**config.mk**
```make
export PLATFORM = sky130hd
export DESIGN_NAME = mul_operand_issue
export DESIGN_NICKNAME = d
export VERILOG_FILES = /design/src/rtl/mul_issue_pkg.sv /design/src/rtl/mul_issue_fifo.sv /design/src/rtl/mul_operand_issue.sv
export SDC_FILE = /design/constraint.sdc
export NUM_CORES = 1
export LEC_CHECK = 0
export ABC_AREA = 1
export BUFFER_PORTS_ARGS = -buffer_cell sky130_fd_sc_hd__buf_2
export CAP_MARGIN = 20
export CORE_MARGIN = 4
export CORE_UTILIZATION = 55
export CTS_CLUSTER_SIZE = 20
export DETAILED_ROUTE_END_ITERATION = 6
export GPL_TIMING_DRIVEN = 0
export PLACE_DENSITY = 0.78
export SLEW_MARGIN = 20
export SYNTH_ARGS = -nofsm -noshare
export SYNTH_HDL_FRONTEND = slang
export SYNTH_SLANG_ARGS = --single-unit
```
**constraint.sdc**
```tcl
create_clock -name i_clk -period 2.4 [get_ports i_clk]
set_clock_uncertainty 0.1 [all_clocks]
set_input_delay 0.12 -clock i_clk [delete_from_list [all_inputs] [get_ports i_clk]]
set_output_delay 0.12 -clock i_clk [all_outputs]
set_load 0.02 [all_outputs]
```
**src/rtl/mul_issue_pkg.sv**
```systemverilog
// Shared defaults and types for the multiplier operand issue stage.
package mul_issue_pkg;

  localparam int unsigned WIDTH_DEF = 2;
  localparam int unsigned DEPTH_DEF = 4;
  localparam int unsigned LAT_W_DEF = 4;

  typedef enum logic [1:0] {
    IDLE,
    WAIT,
    HOLD,
    COOL
  } issue_state_t;

  typedef struct packed {
    logic [WIDTH_DEF-1:0] a;
    logic [WIDTH_DEF-1:0] b;
  } operand_pair_t;

endpackage

```
**src/rtl/mul_issue_fifo.sv**
```systemverilog
// Synchronous FIFO with a power-of-two depth and free-running wrapping pointers.
module mul_issue_fifo #(
  parameter int unsigned DEPTH = 4,
  parameter type entry_t = logic [3:0]
) (
  input  logic                     i_clk,
  input  logic                     i_rst_n,
  input  logic                     i_push,
  input  entry_t                   i_data,
  input  logic                     i_pop,
  output entry_t                   o_data,
  output logic                     o_full,
  output logic                     o_empty,
  output logic [$clog2(DEPTH):0]   o_count
);

  localparam int unsigned PtrW = $clog2(DEPTH);
  localparam int unsigned CntW = PtrW + 1;

  entry_t          r_mem [DEPTH];
  logic [PtrW-1:0] r_wr_ptr;
  logic [PtrW-1:0] r_rd_ptr;
  logic [CntW-1:0] r_count;
  logic            w_push;
  logic            w_pop;

  assign o_full  = (r_count == CntW'(DEPTH));
  assign o_empty = (r_count == '0);
  assign o_count = r_count;
  assign o_data  = r_mem[r_rd_ptr];
  assign w_push  = i_push && !o_full;
  assign w_pop   = i_pop && !o_empty;

  always_ff @(posedge i_clk) begin
    if (w_push) begin
      r_mem[r_wr_ptr] <= i_data;
    end
  end

  always_ff @(posedge i_clk) begin
    if (!i_rst_n) begin
      r_wr_ptr <= '0;
      r_rd_ptr <= '0;
      r_count  <= '0;
    end else begin
      if (w_push) begin
        r_wr_ptr <= r_wr_ptr + PtrW'(1);
      end
      if (w_pop) begin
        r_rd_ptr <= r_rd_ptr + PtrW'(1);
      end
      case ({w_push, w_pop})
        2'b10:   r_count <= r_count + CntW'(1);
        2'b01:   r_count <= r_count - CntW'(1);
        default: r_count <= r_count;
      endcase
    end
  end

endmodule

```
**src/rtl/mul_operand_issue.sv**
```systemverilog
// Issue stage feeding the shift-and-add multiplier one operand pair at a time.
// Optional MUL_ISSUE_ZERO_BYPASS_EN retires zero-operand pairs without using the multiplier.
module mul_operand_issue
  import mul_issue_pkg::*;
#(
  parameter int unsigned WIDTH = WIDTH_DEF,
  parameter int unsigned DEPTH = DEPTH_DEF,
  parameter int unsigned LAT_W = LAT_W_DEF
) (
  input  logic                     i_clk,
  input  logic                     i_rst_n,
  input  logic                     i_op_valid,
  output logic                     o_op_ready,
  input  logic [WIDTH-1:0]         i_op_a,
  input  logic [WIDTH-1:0]         i_op_b,
  output logic                     o_mul_in_valid,
  output logic [WIDTH-1:0]         o_mul_a,
  output logic [WIDTH-1:0]         o_mul_b,
  output logic                     o_mul_stall,
  input  logic [2*WIDTH-1:0]       i_mul_o,
  input  logic                     i_mul_out_valid,
  output logic                     o_res_valid,
  input  logic                     i_res_ready,
  output logic [2*WIDTH-1:0]       o_res_o,
  output logic [LAT_W-1:0]         o_res_lat,
  output logic [$clog2(DEPTH):0]   o_occupancy
);

  typedef struct packed {
    logic [WIDTH-1:0] a;
    logic [WIDTH-1:0] b;
  } pair_t;

  localparam logic [LAT_W-1:0] LatMax = '1;

  issue_state_t       r_state;
  issue_state_t       w_state_next;
  pair_t              w_head;
  pair_t              w_in_pair;
  logic               w_full;
  logic               w_empty;
  logic               w_head_zero;
  logic               w_issue;
  logic               w_bypass;
  logic               w_capture;
  logic               w_accept;
  logic               w_pop;
  logic [LAT_W-1:0]   w_lat_inc;

  logic               r_mul_in_valid;
  logic [WIDTH-1:0]   r_mul_a;
  logic [WIDTH-1:0]   r_mul_b;
  logic [LAT_W-1:0]   r_lat_cnt;
  logic               r_res_valid;
  logic [2*WIDTH-1:0] r_res_o;
  logic [LAT_W-1:0]   r_res_lat;

  assign w_in_pair = '{a: i_op_a, b: i_op_b};
  assign w_pop     = w_issue || w_bypass;

  mul_issue_fifo #(
    .DEPTH   (DEPTH),
    .entry_t (pair_t)
  ) u_fifo (
    .i_clk   (i_clk),
    .i_rst_n (i_rst_n),
    .i_push  (i_op_valid && o_op_ready),
    .i_data  (w_in_pair),
    .i_pop   (w_pop),
    .o_data  (w_head),
    .o_full  (w_full),
    .o_empty (w_empty),
    .o_count (o_occupancy)
  );

  // Ready depends on fullness alone, so a same-cycle pop never admits a push when full.
  assign o_op_ready = !w_full;

`ifdef MUL_ISSUE_ZERO_BYPASS_EN
  assign w_head_zero = (w_head.a == '0) || (w_head.b == '0);
`else
  assign w_head_zero = 1'b0;
`endif

  always_ff @(posedge i_clk) begin
    if (!i_rst_n) begin
      // A multiplier still finishing from before reset must be drained first.
      r_state <= i_mul_out_valid ? COOL : IDLE;
    end else begin
      r_state <= w_state_next;
    end
  end

  always_comb begin
    w_state_next = r_state;
    case (r_state)
      IDLE: begin
        if (w_issue) begin
          w_state_next = WAIT;
        end else if (w_bypass) begin
          w_state_next = HOLD;
        end
      end
      WAIT:    if (w_capture) w_state_next = HOLD;
      HOLD:    if (w_accept) w_state_next = COOL;
      COOL:    if (!i_mul_out_valid) w_state_next = IDLE;
      default: w_state_next = IDLE;
    endcase
  end

  always_comb begin
    w_issue   = 1'b0;
    w_bypass  = 1'b0;
    w_capture = 1'b0;
    w_accept  = 1'b0;
    case (r_state)
      IDLE: begin
        if (!w_empty) begin
          if (w_head_zero) begin
            w_bypass = 1'b1;
          end else if (!i_mul_out_valid) begin
            w_issue = 1'b1;
          end
        end
      end
      WAIT:    w_capture = i_mul_out_valid;
      HOLD:    w_accept  = i_res_ready;
      default: ;
    endcase
  end

  // Latency reported at capture includes the capture edge itself.
  assign w_lat_inc = (r_lat_cnt == LatMax) ? LatMax : r_lat_cnt + LAT_W'(1);

  always_ff @(posedge i_clk) begin
    if (!i_rst_n) begin
      r_mul_in_valid <= 1'b0;
      r_mul_a        <= '0;
      r_mul_b        <= '0;
      r_lat_cnt      <= '0;
      r_res_valid    <= 1'b0;
      r_res_o        <= '0;
      r_res_lat      <= '0;
    end else begin
      r_mul_in_valid <= w_issue;
      if (w_issue) begin
        r_mul_a   <= w_head.a;
        r_mul_b   <= w_head.b;
        r_lat_cnt <= '0;
      end else if (r_state == WAIT) begin
        r_lat_cnt <= w_lat_inc;
      end
      if (w_capture) begin
        r_res_o     <= i_mul_o;
        r_res_lat   <= w_lat_inc;
        r_res_valid <= 1'b1;
      end else if (w_bypass) begin
        r_res_o     <= '0;
        r_res_lat   <= '0;
        r_res_valid <= 1'b1;
      end else if (w_accept) begin
        r_res_valid <= 1'b0;
      end
    end
  end

  assign o_mul_in_valid = r_mul_in_valid;
  assign o_mul_a        = r_mul_a;
  assign o_mul_b        = r_mul_b;
  assign o_mul_stall    = 1'b0;
  assign o_res_valid    = r_res_valid;
  assign o_res_o        = r_res_o;
  assign o_res_lat      = r_res_lat;

endmodule

```
# --- After elaboration in Yosys (flattened, before gate mapping) ---
# Memory sizes are Yosys's and may differ from the RTL's. A register that Yosys moved wholly into a read port is not among the register bits.
# Index checks and enable logic that the tools add are counted.
op_classes:
  reduce_logical: 12
  n_eq_ne: 11
  n_bitwise: 1
  mux: 20
  addsub: 5
ops:
  columns: ["cell", "count"]
  rows:
  - ["$mux W2", 6]
  - ["$mux W4", 3]
  - ["$ne A3 B3 Y1 const B", 4]
  - ["$mux W1", 9]
  - ["$pmux W2 S4", 1]
  - ["$eq A2 B2 Y1 const B", 3]
  - ["$pmux W3 S2", 1]
  - ["$add A2 B1 Y2 const B", 2]
  - ["$add A4 B1 Y4 const B", 1]
  - ["$eq A2 B1 Y1 const B", 2]
  - ["$eq A4 B4 Y1 const B", 1]
  - ["$reduce_and A4 Y1", 1]
  - ["$reduce_bool A2 Y1", 2]
  - ["$add A3 B1 Y3 const B", 1]
  - ["$eq A3 B3 Y1 const B", 1]
  - ["$logic_and A1 B1 Y1", 3]
  - ["$logic_not A1 Y1", 3]
  - ["$logic_not A3 Y1", 1]
  - ["$sub A3 B1 Y3 const B", 1]
  - ["$logic_not A2 Y1", 1]
  - ["$reduce_or A2 Y1", 1]
  - ["$not A1 Y1", 1]
word_totals:
  memories: 1
  inputBits: 13
  register_bits: 23
  mem_bits_rw: 16
mem_list:
  columns: ["memory", "depth", "width", "read_ports", "rd_ports_with_merged_regs", "write_ports", "line", "rtl"]
  rows:
  - ["u_fifo.r_mem", 4, 4, 1, 1, 1, "mul_issue_fifo.sv:20", "entry_t r_mem [DEPTH];"]

# --- Depth between registers and ports, before layout ---
depth:
  word_depth: 6
  ltp_mapped: 15
  ltp_nobuf: 15

# --- Hierarchy ---
# A second synthesis with hierarchy kept.
unflattened:
  cells_unflattened: 229
  hier_area_um2: 2033.2
modules_own_cells:
  columns: ["mod", "area_per_inst_um2", "seq_area_each_um2", "cells_each", "n_inst"]
  rows:
  - ["mul_issue_fifo", 1098.6, 660.6, 108, 1]
  - ["mul_operand_issue", 934.6, 420.4, 121, 1]

# --- Worst setup path after synthesis ---
# OpenSTA, ideal clock, no wires.
synth_path:
  path_kind: "reg-to-reg"
  startpoint: "reg r_state[0]"
  endpoint: "reg u_fifo.r_count[2], in the netlist u_fifo.o_count[2]"
  setup_time_ps: 113
  stages_incl_launch_ff: 16
  setup_slack_ps: 320
  t_arrival_ps: 1868
  cell_sequence: "edfxtp_1 -> inv_1 -> ha_1 -> inv_1 -> nor2_4 -> nand2_4 -> inv_1 -> ha_1 -> inv_1 -> fa_1 -> inv_1 -> nand2_1 -> nand3_1 -> nand2_1 -> nand2_1 -> nor2_1"
synth_via:
  elab_chain_cells: 5
synth_lines:
  columns: ["element", "line", "rtl"]
  rows:
  - ["start: declaration", "mul_operand_issue.sv:36", "issue_state_t r_state;"]
  - ["start signal: assignment", "mul_operand_issue.sv:88", "r_state <= i_mul_out_valid ? COOL : IDLE;"]
  - ["start signal: assignment", "mul_operand_issue.sv:90", "r_state <= w_state_next;"]
  - ["$logic_not A2 Y1 (*)", "mul_operand_issue.sv:116", "case (r_state)"]
  - ["$mux W1 (*)", "mul_operand_issue.sv:116", null]
  - ["$logic_and A1 B1 Y1 (*)", "mul_issue_fifo.sv:32", "assign w_pop = i_pop && !o_empty;"]
  - ["via u_fifo.w_pop", "mul_issue_fifo.sv:25", "logic w_pop;"]
  - ["$eq A2 B1 Y1 / $eq A2 B2 Y1 (equally long branches)", "mul_issue_fifo.sv:52", "case ({w_push, w_pop})"]
  - ["$pmux W3 S2 / $reduce_bool A2 Y1 (equally long branches)", null, null]
  - ["end signal: assignment", "mul_issue_fifo.sv:53", "2'b10: r_count <= r_count + CntW'(1);"]
  - ["end signal: assignment", "mul_issue_fifo.sv:54", "2'b01: r_count <= r_count - CntW'(1);"]
  - ["end signal: assignment", "mul_issue_fifo.sv:55", "default: r_count <= r_count;"]
  - ["end: declaration", "mul_issue_fifo.sv:23", "logic [CntW-1:0] r_count;"]
# Mark *: on every way through the listed nets, which the timed path passes. The rest lies on a longest branch.
# A chain may end at the register's enable or synchronous reset.

# --- Worst setup path after layout ---
# Ends and elaborated chain as after synthesis.

==> impl_metrics.env <==
export IMPL_hold_end="o_res_valid$_SDFFE_PN0P_"
export IMPL_slew_viol_final=0
export IMPL_antenna_found_initial=0
export IMPL_path_clk_slew_ns=0.09
export IMPL_cts_buffers=5
export IMPL_path_delay_family="adder cells"
export IMPL_ant_nets=0
export IMPL_setup_viol=0
export IMPL_wl_met3_microns=238
export IMPL_crit_buf_inv=4
export IMPL_ioPinCount=32
export IMPL_cts_htree_levels=2
export IMPL_drtIter0Drc=101
export IMPL_power_density_mw_per_mm2=844
export IMPL_wl_per_cell_microns=10.8
export IMPL_syn_to_final_growth_pct=19.7
export IMPL_rows=21
export IMPL_synth_edf_count=18
export IMPL_highest_layer="met4"
export IMPL_met2_length_microns=1770
export IMPL_path_cells="inv_2 -> ha_1 -> inv_1 -> nor2_4 -> nand2_4 -> inv_1 -> ha_1 -> inv_1 -> fa_2 -> nand2_1 -> nand3_1 -> nand2_1 -> nand2_1 -> nor2_1"
export IMPL_worstSetupPathType="flip-flop to flip-flop"
export IMPL_syn_avg_cell_area_sq_um=8.22
export IMPL_synth_area_leader_cell="edfxtp_1"
export IMPL_synth_area_leaders="edfxtp_1 (27%), dfxtp_1 (25%), nand2_1 (12%), inv_1 (6.8%), ha_1 (6.2%)"
export IMPL_grt_max_degree=16
export IMPL_regToRegEndpoint="u_fifo.o_count[2]$_SDFFE_PN0P_"
export IMPL_timing_rr_start="r_state[0]$_DFFE_PP_"
export IMPL_drc_errors=0
export IMPL_io_buffers=29
export IMPL_tns_ns=0
export IMPL_ys_seq_area_share_pct=51.3
export IMPL_hold_viol_final=0
export IMPL_globalplace_congestion=0.824
export IMPL_outcome="finished clean"
export IMPL_vdd_ir_drop_max_mv=0.531
export IMPL_via_per_inst=4.74
export IMPL_hpwl_microns=2650
export IMPL_slowest_stage="edfxtp_1"
export IMPL_netlist_area_leader_share_pct=26.6
export IMPL_clk_latency_ns=0.29
export IMPL_synth_nets=271
export IMPL_initial_utilization_pct=59.0
export IMPL_netlist_area_sq_mm=0.00203
export IMPL_max_stage_delay_ns=0.45
export IMPL_num_nets_final=318
export IMPL_place_inst=322
export IMPL_die_area_sq_mm=0.00473
export IMPL_fin_cells=341
export IMPL_cp_end_kind="flip-flop"
export IMPL_die_h_microns=68.7
export IMPL_vias=1618
export IMPL_leakagePower_nw=1.19
export IMPL_grt_overflow_total=0
export IMPL_async_flop_share_pct=0
export IMPL_wl_met1_microns=1620
export IMPL_setup_slack_ns=0.210
export IMPL_dpl_worst_slack_ns=0.0714
export IMPL_antenna_cells=0
export IMPL_synth_distinct_cells=21
export IMPL_drive_gt1_share_pct=19.7
export IMPL_fillers=285
export IMPL_hp_start="i_res_ready"
export IMPL_register_area_sq_mm=0.00104
export IMPL_regToRegSetupSlack_ns=0.21
export IMPL_synthFlopType="dfxtp_1"
export IMPL_firstDrtPassIters=4
export IMPL_syn_inst=247
export IMPL_cp_data_arrival_time_ns=2.32
export IMPL_grt_pass1_vias=1457
export IMPL_crit_fanout=4
export IMPL_die_x_microns=68.7
export IMPL_multi_input_area_sq_um=802
export IMPL_yosysMostFrequentCell="nand2_1"
export IMPL_min_period_ns=2.19
export IMPL_finalCritPeriodShare_pct=91.2
export IMPL_synth_warnings=0
export IMPL_cts_sinks=43
export IMPL_hp_class="primary input to flip-flop"
export IMPL_drv_cap=0
export IMPL_grt_use_total_pct=17.5
export IMPL_synth_seq_cells=43
export IMPL_root_buffer="clkbuf_8"
export IMPL_cts_buffer_depth=2
export IMPL_cp_start_kind="flip-flop"
export IMPL_cts_tree="yes"
export IMPL_critical_path_required_ns=2.53
export IMPL_reg2reg_depth=14
export IMPL_fmax_mhz=457
export IMPL_coreArea_sq_mm=0.00344
export IMPL_synth_common_cells="nand2_1 (64), inv_1 (37), nor2_1 (33)"
export IMPL_routed_wl_microns=3670
export IMPL_min_delay_path_depth=4
export IMPL_rsz0062_at_grt="no"
export IMPL_grt_pass1_wl_microns=6070
==> worst register-to-register path, stage by stage, from the launching register on <==
cell	delay, ns
edfxtp_1	0.45
inv_2	0.10
ha_1	0.16
inv_1	0.07
nor2_4	0.12
nand2_4	0.07
inv_1	0.09
ha_1	0.17
inv_1	0.08
fa_2	0.36
nand2_1	0.08
nand3_1	0.09
nand2_1	0.06
nand2_1	0.05
nor2_1	0.09
==> worst max path at each step <==
stage                         startpoint                              to  slack [ns]  cells past startpoint
floorplan           r_state[0]$_DFFE_PP_  u_fifo.o_count[2]$_SDFFE_PN0P_        0.32                     15
global placement    r_state[0]$_DFFE_PP_  u_fifo.o_count[2]$_SDFFE_PN0P_        0.17                     15
global route        r_state[0]$_DFFE_PP_  u_fifo.o_count[2]$_SDFFE_PN0P_        0.02                     14
CTS                 r_state[0]$_DFFE_PP_  u_fifo.o_count[2]$_SDFFE_PN0P_        0.04                     15
finish              r_state[0]$_DFFE_PP_  u_fifo.o_count[2]$_SDFFE_PN0P_        0.21                     14
detailed placement  r_state[0]$_DFFE_PP_  u_fifo.o_count[2]$_SDFFE_PN0P_        0.07                     15
==> registers in the layout, summed over array words and instances, names as in the netlist <==
name and cells:
o_mul_in_valid 1, u_fifo.o_count 3, o_mul_b 2, o_mul_a 2, o_res_o 4, u_fifo.r_wr_ptr 2, u_fifo.r_mem 16, u_fifo.r_rd_ptr 2
o_res_lat 4, r_lat_cnt 4, r_state 2, o_res_valid 1
==> cell families after synthesis <==
logic type | synth area share (%)
fa+ha+maj | 7.15
simple gates | 26.6
compound gates | 5.43
other cells | 0.185
flops | 51.3
buf+inv | 9.31
==> metal layers <==
layer  global-route usage (%)  vias to the layer above
met4                     7.79                        0
met3                     4.05                        4
met5                        0                        -
met1                     20.4                      719
met2                     30.6                       37
li1                         -                      858
==> power breakdown <==
group,total [mW],switching [mW],leakage (nW),internal (mW)
Combinational,0.639,0.403,0.773,0.236
Sequential,0.945,0.0678,0.372,0.877
Clock,0.466,0.258,0.0408,0.208
Total,2.05,0.728,1.19,1.32
==> through the flow <==
| step | hold WS [ns] | util (%) | cell area (sq um) | power [mW] |
|---|---|---|---|---|
| global route | 0.0197 | 70.6 | 2430 | 2.21 |
| finish | 0.00575 | 70.6 | 2430 | 2.05 |
| global placement | 0.233 | 64.8 | 2230 | 1.55 |
| CTS | 0.00197 | 69.9 | 2400 | 2.04 |
| floorplan | 0.119 | - | 2030 | 1.40 |
| detailed placement | 0.239 | 64.8 | 2230 | 1.57 |
==> layout make-up <==
cell class              count  share of cell area, %
plain buffers               5                   1.49
clock buffers               5                   2.83
clock inverters             3                  0.978
inverters                  40                   6.28
multi-input cells         159                   33.0
flip-flops and latches     43                   42.8
well taps                  46                   2.37
repair buffers             40                   10.2
==> repair_timing <==
item,4_1_cts,5_1_grt
hold endpoints to repair,20,0
hold buffers,8,0
setup buffers,0,3
setup endpoints to repair,0,1
resized for setup,0,2
==> cell usage in the layout (no fill, tap or decap), types with 2 or more instances in the layout <==
cell type       n
buf_4           5
nor2_4          2
nand2_1        64
clkbuf_8        5
inv_1          36
clkinvlp_4      2
ha_1           10
a21oi_1        11
nand2_4         3
nand3_1        19
edfxtp_1       18
dlygate4sd3_1   8
o21ai_1         3
buf_2          31
or2_2           4
o21ai_0         8
nor2_1         33
dfxtp_1        25
inv_2           2
No activity file was read; power rests on OpenSTA's default activity.
